<file path="config.mk">
export PLATFORM = sky130hd
export DESIGN_NAME = fetch_sequencer
export DESIGN_NICKNAME = d
export VERILOG_FILES = /design/src/rtl/fetch_sequencer.sv
export SDC_FILE = /design/constraint.sdc
export NUM_CORES = 1
export LEC_CHECK = 0
export ABC_AREA = 1
export CAP_MARGIN = 40
export CORE_MARGIN = 4
export CORE_UTILIZATION = 47
export CTS_CLUSTER_DIAMETER = 100
export CTS_CLUSTER_SIZE = 30
export DETAILED_ROUTE_END_ITERATION = 10
export PLACE_DENSITY = 0.82
export SYNTH_ARGS = -nofsm -noshare
export SYNTH_HDL_FRONTEND = slang
export SYNTH_SLANG_ARGS = --single-unit
</file>
<file path="constraint.sdc">
create_clock -name clock -period 2.05 [get_ports clock]
set_clock_uncertainty 0.05 [all_clocks]
set_input_delay 0.205 -clock clock [delete_from_list [all_inputs] [get_ports clock]]
set_output_delay 0.205 -clock clock [all_outputs]
set_load 0.05 [all_outputs]
</file>
<file path="src/rtl/fetch_sequencer.sv">
// fetch_sequencer: owns the fetch PC, keeps one imem request in flight at a time and hands instructions to decode.
// Latency: a response in cycle N gives inst_valid in cycle N+1; the next request goes out the cycle after decode accepts.
// Backpressure: the request is held until imem_req_ready (its address follows redirects); the instruction is held until inst_ready.
// Build option FETCH_MISALIGN_CHK_EN: adds fetch_misalign and a HALT state entered on a misaligned redirect target.
module fetch_sequencer #(
    parameter int unsigned     XLEN     = 64,
    parameter logic [XLEN-1:0] RESET_PC = 64'h0000_0000_8000_0000
) (
    input  logic            clock,
    input  logic            reset,
    input  logic            redirect_valid,
    input  logic [XLEN-1:0] redirect_pc,
    output logic            imem_req_valid,
    input  logic            imem_req_ready,
    output logic [XLEN-1:0] imem_req_addr,
    input  logic            imem_resp_valid,
    input  logic [31:0]     imem_resp_data,
    output logic            inst_valid,
    input  logic            inst_ready,
    output logic [XLEN-1:0] inst_pc,
    output logic [31:0]     inst,
`ifdef FETCH_MISALIGN_CHK_EN
    output logic            fetch_misalign,
`endif
    output logic [XLEN-1:0] pc_o
);

`ifdef FETCH_MISALIGN_CHK_EN
    typedef enum logic [2:0] {
        ST_BOOT = 3'd0,
        ST_REQ  = 3'd1,
        ST_WAIT = 3'd2,
        ST_HOLD = 3'd3,
        ST_HALT = 3'd4
    } state_t;
`else
    typedef enum logic [1:0] {
        ST_BOOT = 2'd0,
        ST_REQ  = 2'd1,
        ST_WAIT = 2'd2,
        ST_HOLD = 2'd3
    } state_t;
`endif

    state_t          r_state;
    logic [XLEN-1:0] r_pc;
    logic            r_drop;      // the in-flight response belongs to a squashed fetch
    logic            r_req_vld;
    logic            r_inst_vld;
    logic [31:0]     r_inst;
    logic [XLEN-1:0] r_inst_pc;

    logic [XLEN-1:0] w_redir_pc;
    logic [XLEN-1:0] w_pc_inc;

    assign w_pc_inc = r_pc + XLEN'(4);

`ifdef FETCH_MISALIGN_CHK_EN
    logic            r_misalign;
    logic            w_redir_bad;
    logic            w_pending_nxt;

    // Misaligned targets are loaded as-is so the faulting PC stays visible.
    assign w_redir_pc  = redirect_pc;
    assign w_redir_bad = redirect_valid && (redirect_pc[1:0] != 2'b00);

    // Whether a request will still be awaiting its response after this edge.
    always_comb begin
        w_pending_nxt = 1'b0;
        case (r_state)
            ST_REQ:  w_pending_nxt = imem_req_ready;
            ST_WAIT: w_pending_nxt = !imem_resp_valid;
            ST_HALT: w_pending_nxt = r_drop && !imem_resp_valid;
            default: w_pending_nxt = 1'b0;
        endcase
    end

    assign fetch_misalign = r_misalign;
`else
    // Without the checker, the low two target bits are simply dropped.
    assign w_redir_pc = redirect_pc & {{(XLEN-2){1'b1}}, 2'b00};
`endif

    // Fetch FSM: state, PC, drop flag and every registered output advance together.
    always_ff @(posedge clock) begin
        if (reset) begin
            r_state    <= ST_BOOT;
            r_pc       <= RESET_PC;
            r_drop     <= 1'b0;
            r_req_vld  <= 1'b0;
            r_inst_vld <= 1'b0;
            r_inst     <= '0;
            r_inst_pc  <= '0;
`ifdef FETCH_MISALIGN_CHK_EN
            r_misalign <= 1'b0;
`endif
        end else begin
            case (r_state)
                // One idle cycle out of reset; responses seen here are leftovers and ignored.
                ST_BOOT: begin
                    if (redirect_valid) r_pc <= w_redir_pc;
                    r_state   <= ST_REQ;
                    r_req_vld <= 1'b1;
                end
                // Request on the bus; a redirect before acceptance just retargets it.
                ST_REQ: begin
                    if (redirect_valid) r_pc <= w_redir_pc;
                    if (imem_req_ready) begin
                        r_state   <= ST_WAIT;
                        r_req_vld <= 1'b0;
                        r_drop    <= redirect_valid;
                    end
                end
                // Awaiting the single outstanding response.
                ST_WAIT: begin
                    if (imem_resp_valid) begin
                        r_drop <= 1'b0;
                        if (r_drop || redirect_valid) begin
                            if (redirect_valid) r_pc <= w_redir_pc;
                            r_state   <= ST_REQ;
                            r_req_vld <= 1'b1;
                        end else begin
                            r_inst     <= imem_resp_data;
                            r_inst_pc  <= r_pc;
                            r_pc       <= w_pc_inc;
                            r_state    <= ST_HOLD;
                            r_inst_vld <= 1'b1;
                        end
                    end else if (redirect_valid) begin
                        r_drop <= 1'b1;
                        r_pc   <= w_redir_pc;
                    end
                end
                // Instruction offered to decode; a redirect squashes it even if accepted.
                ST_HOLD: begin
                    if (redirect_valid || inst_ready) begin
                        if (redirect_valid) r_pc <= w_redir_pc;
                        r_state    <= ST_REQ;
                        r_req_vld  <= 1'b1;
                        r_inst_vld <= 1'b0;
                    end
                end
`ifdef FETCH_MISALIGN_CHK_EN
                // Parked after a misaligned redirect; swallow any stale response.
                ST_HALT: begin
                    if (imem_resp_valid) r_drop <= 1'b0;
                    if (redirect_valid) begin
                        r_pc       <= w_redir_pc;
                        r_misalign <= 1'b0;
                        // A stale response still in flight must drain before the next request.
                        if (r_drop && !imem_resp_valid) begin
                            r_state <= ST_WAIT;
                        end else begin
                            r_state   <= ST_REQ;
                            r_req_vld <= 1'b1;
                        end
                    end
                end
`endif
                default: begin
                    r_state    <= ST_BOOT;
                    r_req_vld  <= 1'b0;
                    r_inst_vld <= 1'b0;
                end
            endcase
`ifdef FETCH_MISALIGN_CHK_EN
            // A misaligned redirect overrides whatever the state logic chose.
            if (w_redir_bad) begin
                r_pc       <= redirect_pc;
                r_misalign <= 1'b1;
                r_state    <= ST_HALT;
                r_req_vld  <= 1'b0;
                r_inst_vld <= 1'b0;
                r_drop     <= w_pending_nxt;
            end
`endif
        end
    end

    assign imem_req_valid = r_req_vld;
    assign imem_req_addr  = r_pc;
    assign pc_o           = r_pc;
    assign inst_valid     = r_inst_vld;
    assign inst           = r_inst;
    assign inst_pc        = r_inst_pc;

endmodule

</file>
[Word-level counts from Yosys, hierarchy flattened]
Cells that the tools add are included.
Word-level totals
  input port bits: 102
  output and inout port bits: 226
  register bits after elaboration: 165
  logic and storage cells: 52
Cells by class
  mux-type cells: 23
  equal/unequal tests: 9
  bitwise operators: 1
  reduce and logical (&&, ||, !) cells: 11
  add/subtract/negate cells: 1
Operators by type and width (count)
  $mux W64: 4
  $pmux W64 S3: 1
  $add A64 B3 Y64 const B: 1
  $mux W1: 10
  $ne A2 B2 Y1 const B: 5
  $reduce_and A3 Y1: 3
  $mux W2: 4
  $pmux W2 S4: 1
  $reduce_and A4 Y1: 2
  $eq A2 B2 Y1 const B: 2
  $pmux W1 S2: 2
  $pmux W1 S4: 1
  $reduce_bool A2 Y1: 2
  $ne A3 B3 Y1 const B: 1
  $eq A2 B1 Y1 const B: 1
  $logic_not A2 Y1: 1
  $logic_or A1 B1 Y1: 2
  $reduce_or A2 Y1: 1
  $not A1 Y1: 1

[Longest topological paths before layout]
  depth in word-level cells: 4
  gate-level depth with buffers: 13
  depth with buffers taken out: 13

[Least setup slack after synthesis]
No wires, ideal clock.
  path type: register -> register
  start: register r_pc[3], in the netlist imem_req_addr[3]
  end: register r_pc[36], in the netlist imem_req_addr[36]
  required time: 1866 ps
  cell stages (with the launch flop): 11
  data arrival time: 1946 ps
  clock period less this slack: 2129 ps
  path buffers: 0
  setup slack: -79 ps
  setup time: 134 ps
  path through: dfxtp_1 ha_1 inv_1 nor2_4 nand2_1 nor3_2 nand2_1 a21oi_2 o21ai_1 nand2_1 a21oi_1
Between the ends
  word-level cells in the longest chain between the ends: 4
Ends and longest elaborated chain
  from (decl): RTL line 46  | logic [XLEN-1:0] r_pc;
  from (signal assigned): RTL line 101  | if (redirect_valid) r_pc <= w_redir_pc;
  from (signal assigned): RTL line 107  | if (redirect_valid) r_pc <= w_redir_pc;
  from (signal assigned): RTL line 119  | if (redirect_valid) r_pc <= w_redir_pc;
  $add A64 B3 Y64: RTL line 56  | assign w_pc_inc = r_pc + XLEN'(4);
  $mux W64: RTL line 118  | if (r_drop || redirect_valid) begin
  $mux W64: RTL line 116  | if (imem_resp_valid) begin
  $pmux W64 S3: RTL line 98  | case (r_state)
Every way passes these cells.
A chain may end at the register's enable or synchronous reset.

[Final worst setup path]
  start: register r_pc[31], in the netlist imem_req_addr[31]
  end: output port pc_o[31]
RTL lines
  to (decl): RTL line 25  | output logic [XLEN-1:0] pc_o
No word-level cell between the ends.

==> results.sh <==
export IMPL_status="finished clean"
export IMPL_cts_max_path_buffers=2
export IMPL_die_w_um=151.3
export IMPL_hpwlAfterDp_um=27690
export IMPL_via_per_inst=5.418
export IMPL_critPathKind="flop to output pin"
export IMPL_required_ns=1.79
export IMPL_final_core_util=0.6911
export IMPL_worstReg2RegStart="imem_req_addr[2]$_SDFFE_PP0P_"
export IMPL_grt_pass1_vias=10434
export IMPL_synth_edff_count=0
export IMPL_seq_power_share=0.368
export IMPL_clkSinkCount=165
export IMPL_min_from="imem_resp_data[3]"
export IMPL_fin_crit_sh=0.9990
export IMPL_core_sq_um=20230
export IMPL_clkPwrFrac=0.339
export IMPL_ys_warn_count=0
export IMPL_whs_ns=0.2724
export IMPL_synth_nets=1631
export IMPL_antenna_found_initial=1
export IMPL_yosys_register_bits=165
export IMPL_ys_top_cells_by_area="dfxtp_1 34%, nand2_1 19%, a21oi_1 8.0%"
export IMPL_drtIter0Drc=1161
export IMPL_ant_nets=0
export IMPL_holdPathStages=3
export IMPL_p_sw_frac=0.3615
export IMPL_synth_cell_type_count=44
export IMPL_postSynth_asyncResetShare=0
export IMPL_rsz0062_at_grt="yes"
export IMPL_synth_top_family_by_area="simple AND/OR/NAND/NOR gates"
export IMPL_synth_seq_area_share=0.3425
export IMPL_maxCapViolCount=0
export IMPL_worstSkewPairLatency_ns=0.44
export IMPL_synthMuxAreaShare=0
export IMPL_worstPathArrival_ns=1.79
export IMPL_dieArea_sq_um=22880
export IMPL_fmax_mhz=488.3
export IMPL_rr_endpoint="imem_req_addr[26]$_SDFFE_PP0P_"
export IMPL_post_drt_wl_per_cell_um=17.64
export IMPL_synth_top_area_cell="dfxtp_1"
export IMPL_combPwrFrac=0.293
export IMPL_tritoncts="done"
export IMPL_grt_pass1_wl_um=55800
export IMPL_synth_compound_area_frac=0.1952
export IMPL_grt_overflow=0
export IMPL_post_synth_top_area_fraction=0.3425
export IMPL_path_max_fanout=4
export IMPL_synthAdderAreaFrac=0.005189
export IMPL_drc_errors=0
export IMPL_clkTransAtPathRegs_ns=0.07
export IMPL_synth_ff_type="dfxtp_1"
export IMPL_drive_above_1_share=0.1169
export IMPL_route_vias_total=11433
export IMPL_synth_area_sq_um=9646
export IMPL_fin_ws_ns=0.002118
export IMPL_gpl_final_weighted_congestion=0.9626
export IMPL_relSlewSlack=0.5984
export IMPL_cts_buffers=17
export IMPL_yosys_area_share_simple=0.3196
export IMPL_p_total_mw=9.721
export IMPL_dr_pass1_iters=6
export IMPL_fin_area_sq_um=13980
export IMPL_avgSynthCellArea_sq_um=6.325
export IMPL_rows=52
export IMPL_r2r_cells=10
export IMPL_drv_slew=0
export IMPL_hp_class="input pin to flop"
export IMPL_pin_count=328
export IMPL_area_delta_synth_final_pct=44.97
export IMPL_min_period_ns=2.048
export IMPL_syn_inst=1525
export IMPL_leakage_nw=5.887
export IMPL_p_per_area_nw_per_um2=695.2
export IMPL_n_fill_cell=1731
export IMPL_start_util=0.4767
export IMPL_wirelength_um=37220
export IMPL_setup_violations_final=0
export IMPL_start_kind="flop"
export IMPL_place_ws_ns=0.04064
export IMPL_min_to="inst[3]$_SDFFE_PP0P_"
export IMPL_net_switching_power_mw=3.514
export IMPL_grt_max_degree=113
export IMPL_htree_levels=4
export IMPL_io_buffer_count=325
export IMPL_ff2ff_setup_slack_ns=0.10
export IMPL_p_int_mw=6.207
export IMPL_gr_usage_all_layers=0.3082
export IMPL_final_nets=1933
export IMPL_place_area_sq_um=13250
export IMPL_synthXorXnorAreaFrac=0.01362
export IMPL_peakVddDrop_v=0.0005256
export IMPL_hold_violations=0
export IMPL_die_h_um=151.3
export IMPL_end_kind="output pin"
export IMPL_tightest_slew_ns=0.6017
export IMPL_cts_root_buffer="clkbuf_16"
## Yosys cell counts, types with 3 or more instances
master    instances
nor2_2           11
a21oi_1         155
inv_1            96
nand4_1          15
a211oi_1          5
buf_2            29
o211ai_1         22
o211a_1           4
xor2_1           12
o21ai_0         125
nand2_2           9
a31oi_1           9
nand3_1          42
or2_2            11
ha_1              4
buf_1             5
clkbuf_1         41
dfxtp_1         165
a21oi_2           4
buf_4            66
a311oi_1          3
nand2_1         487
nor2_1          158
nor2_4            5
nor3_1           11
o21ai_1           5
xnor2_1           3
inv_2             3
## worst max-delay path, cell delays in order, from the launching register on
cell and delay [ns]:
dfxtp_1 0.40, buf_4 0.16, clkdlybuf4s50_1 0.80
## worst max path at each step
stage / cells after the start / slack, ns / startpoint / endpoint
after floorplan: 10 / 0.08 / imem_req_addr[6]$_SDFFE_PP0P_ / imem_req_addr[34]$_SDFFE_PP0P_
after CTS: 2 / 0.002 / imem_req_addr[14]$_SDFFE_PP0P_ / imem_req_addr[14]
final: 2 / 0.002 / imem_req_addr[31]$_SDFFE_PP1P_ / pc_o[31]
after global placement: 10 / 0.13 / r_state[0]$_SDFFE_PP0P_ / imem_req_addr[22]$_SDFFE_PP0P_
after detailed placement: 6 / 0.04 / inst_ready / imem_req_addr[24]$_SDFFE_PP0P_
after global routing: 10 / -0.007 / imem_req_addr[30]$_SDFFE_PP0P_ / imem_req_addr[31]$_SDFFE_PP1P_
## cell type report
type / count / area, sq um / share of cell area
multi-input combinational: 1118 / 5221 / 0.3734
tap: 270 / 337.8 / 0.02416
inverter: 100 / 379.1 / 0.02711
sequential: 165 / 3313 / 0.2369
clock inverter: 13 / 147.6 / 0.01056
antenna: 1 / 2.502 / 0.0001790
clock buffer: 18 / 439.2 / 0.03141
timing repair buffer: 425 / 4143 / 0.2963
## per-stage QoR
| step | std cells | setup TNS, ns |
|---|---|---|
| finish | 2110 | 0 |
| global route | 2110 | -0.01227 |
| CTS | 2108 | 0 |
| detailed placement | 2077 | 0 |
| floorplan | 1525 | 0 |
| global placement | 2077 | 0 |
## power groups by stage
stage | Combinational (mW) | Clock [mW] | Sequential [mW]
global placement | 2.82 | 0 | 3.63
CTS | 2.84 | 3.32 | 3.56
finish | 2.85 | 3.30 | 3.57
detailed placement | 2.87 | 0 | 3.63
global route | 3.02 | 3.43 | 3.59
floorplan | 1.29 | 0 | 4.20
## logic make-up (layout without fill, tap and decap cells)
logic type               count (synthesis)  count (layout)
AO/OA/AOI/OAI                          343             343
XOR/XNOR                                15              15
adder cells (fa/ha/maj)                  4               4
buffers and inverters                  242             556
flip-flops                             165             165
other                                    0               1
AND/OR/NAND/NOR                        756             756
## placed cells by master, fill, tap and decap left out, drive strengths merged, types with 3 or more instances in the layout
cell type / count
or2: 12
a31oi: 9
a21oi: 159
nor3: 12
nand3: 42
dlymetal6s2s: 37
o21ai: 130
a211oi: 5
nand4: 15
dlygate4sd2: 38
clkdlybuf4s50: 235
o211ai: 22
ha: 4
xnor2: 3
nand2: 496
xor2: 12
o211a: 4
dfxtp: 165
clkinvlp: 3
clkbuf: 19
buf: 114
clkinv: 4
a311oi: 3
inv: 104
nor2: 174
## state kept, by name (all words and copies together), names as in the netlist
| signal | flops |
|---|---|
| r_drop | 1 |
| imem_req_valid | 1 |
| inst | 32 |
| inst_pc | 64 |
| imem_req_addr | 64 |
| r_state | 2 |
| inst_valid | 1 |
## routing by layer
layer  wire length (um)  global-route usage  vias up
li1                   -                   -     5490
met4               1022              0.1061        0
met5                  0                   0        -
met3               3390             0.04907       77
met1              14930              0.4073     5278
met2              17880              0.5112      588
## timing repair
action,CTS,global route
setup buffers,0,0
hold buffers,0,0
endpoints found under the setup margin,38,65
endpoints found under the hold margin,0,0
resized for setup,38,62
gates cloned,0,1
Note: power is estimated with default switching activity, not from simulation.
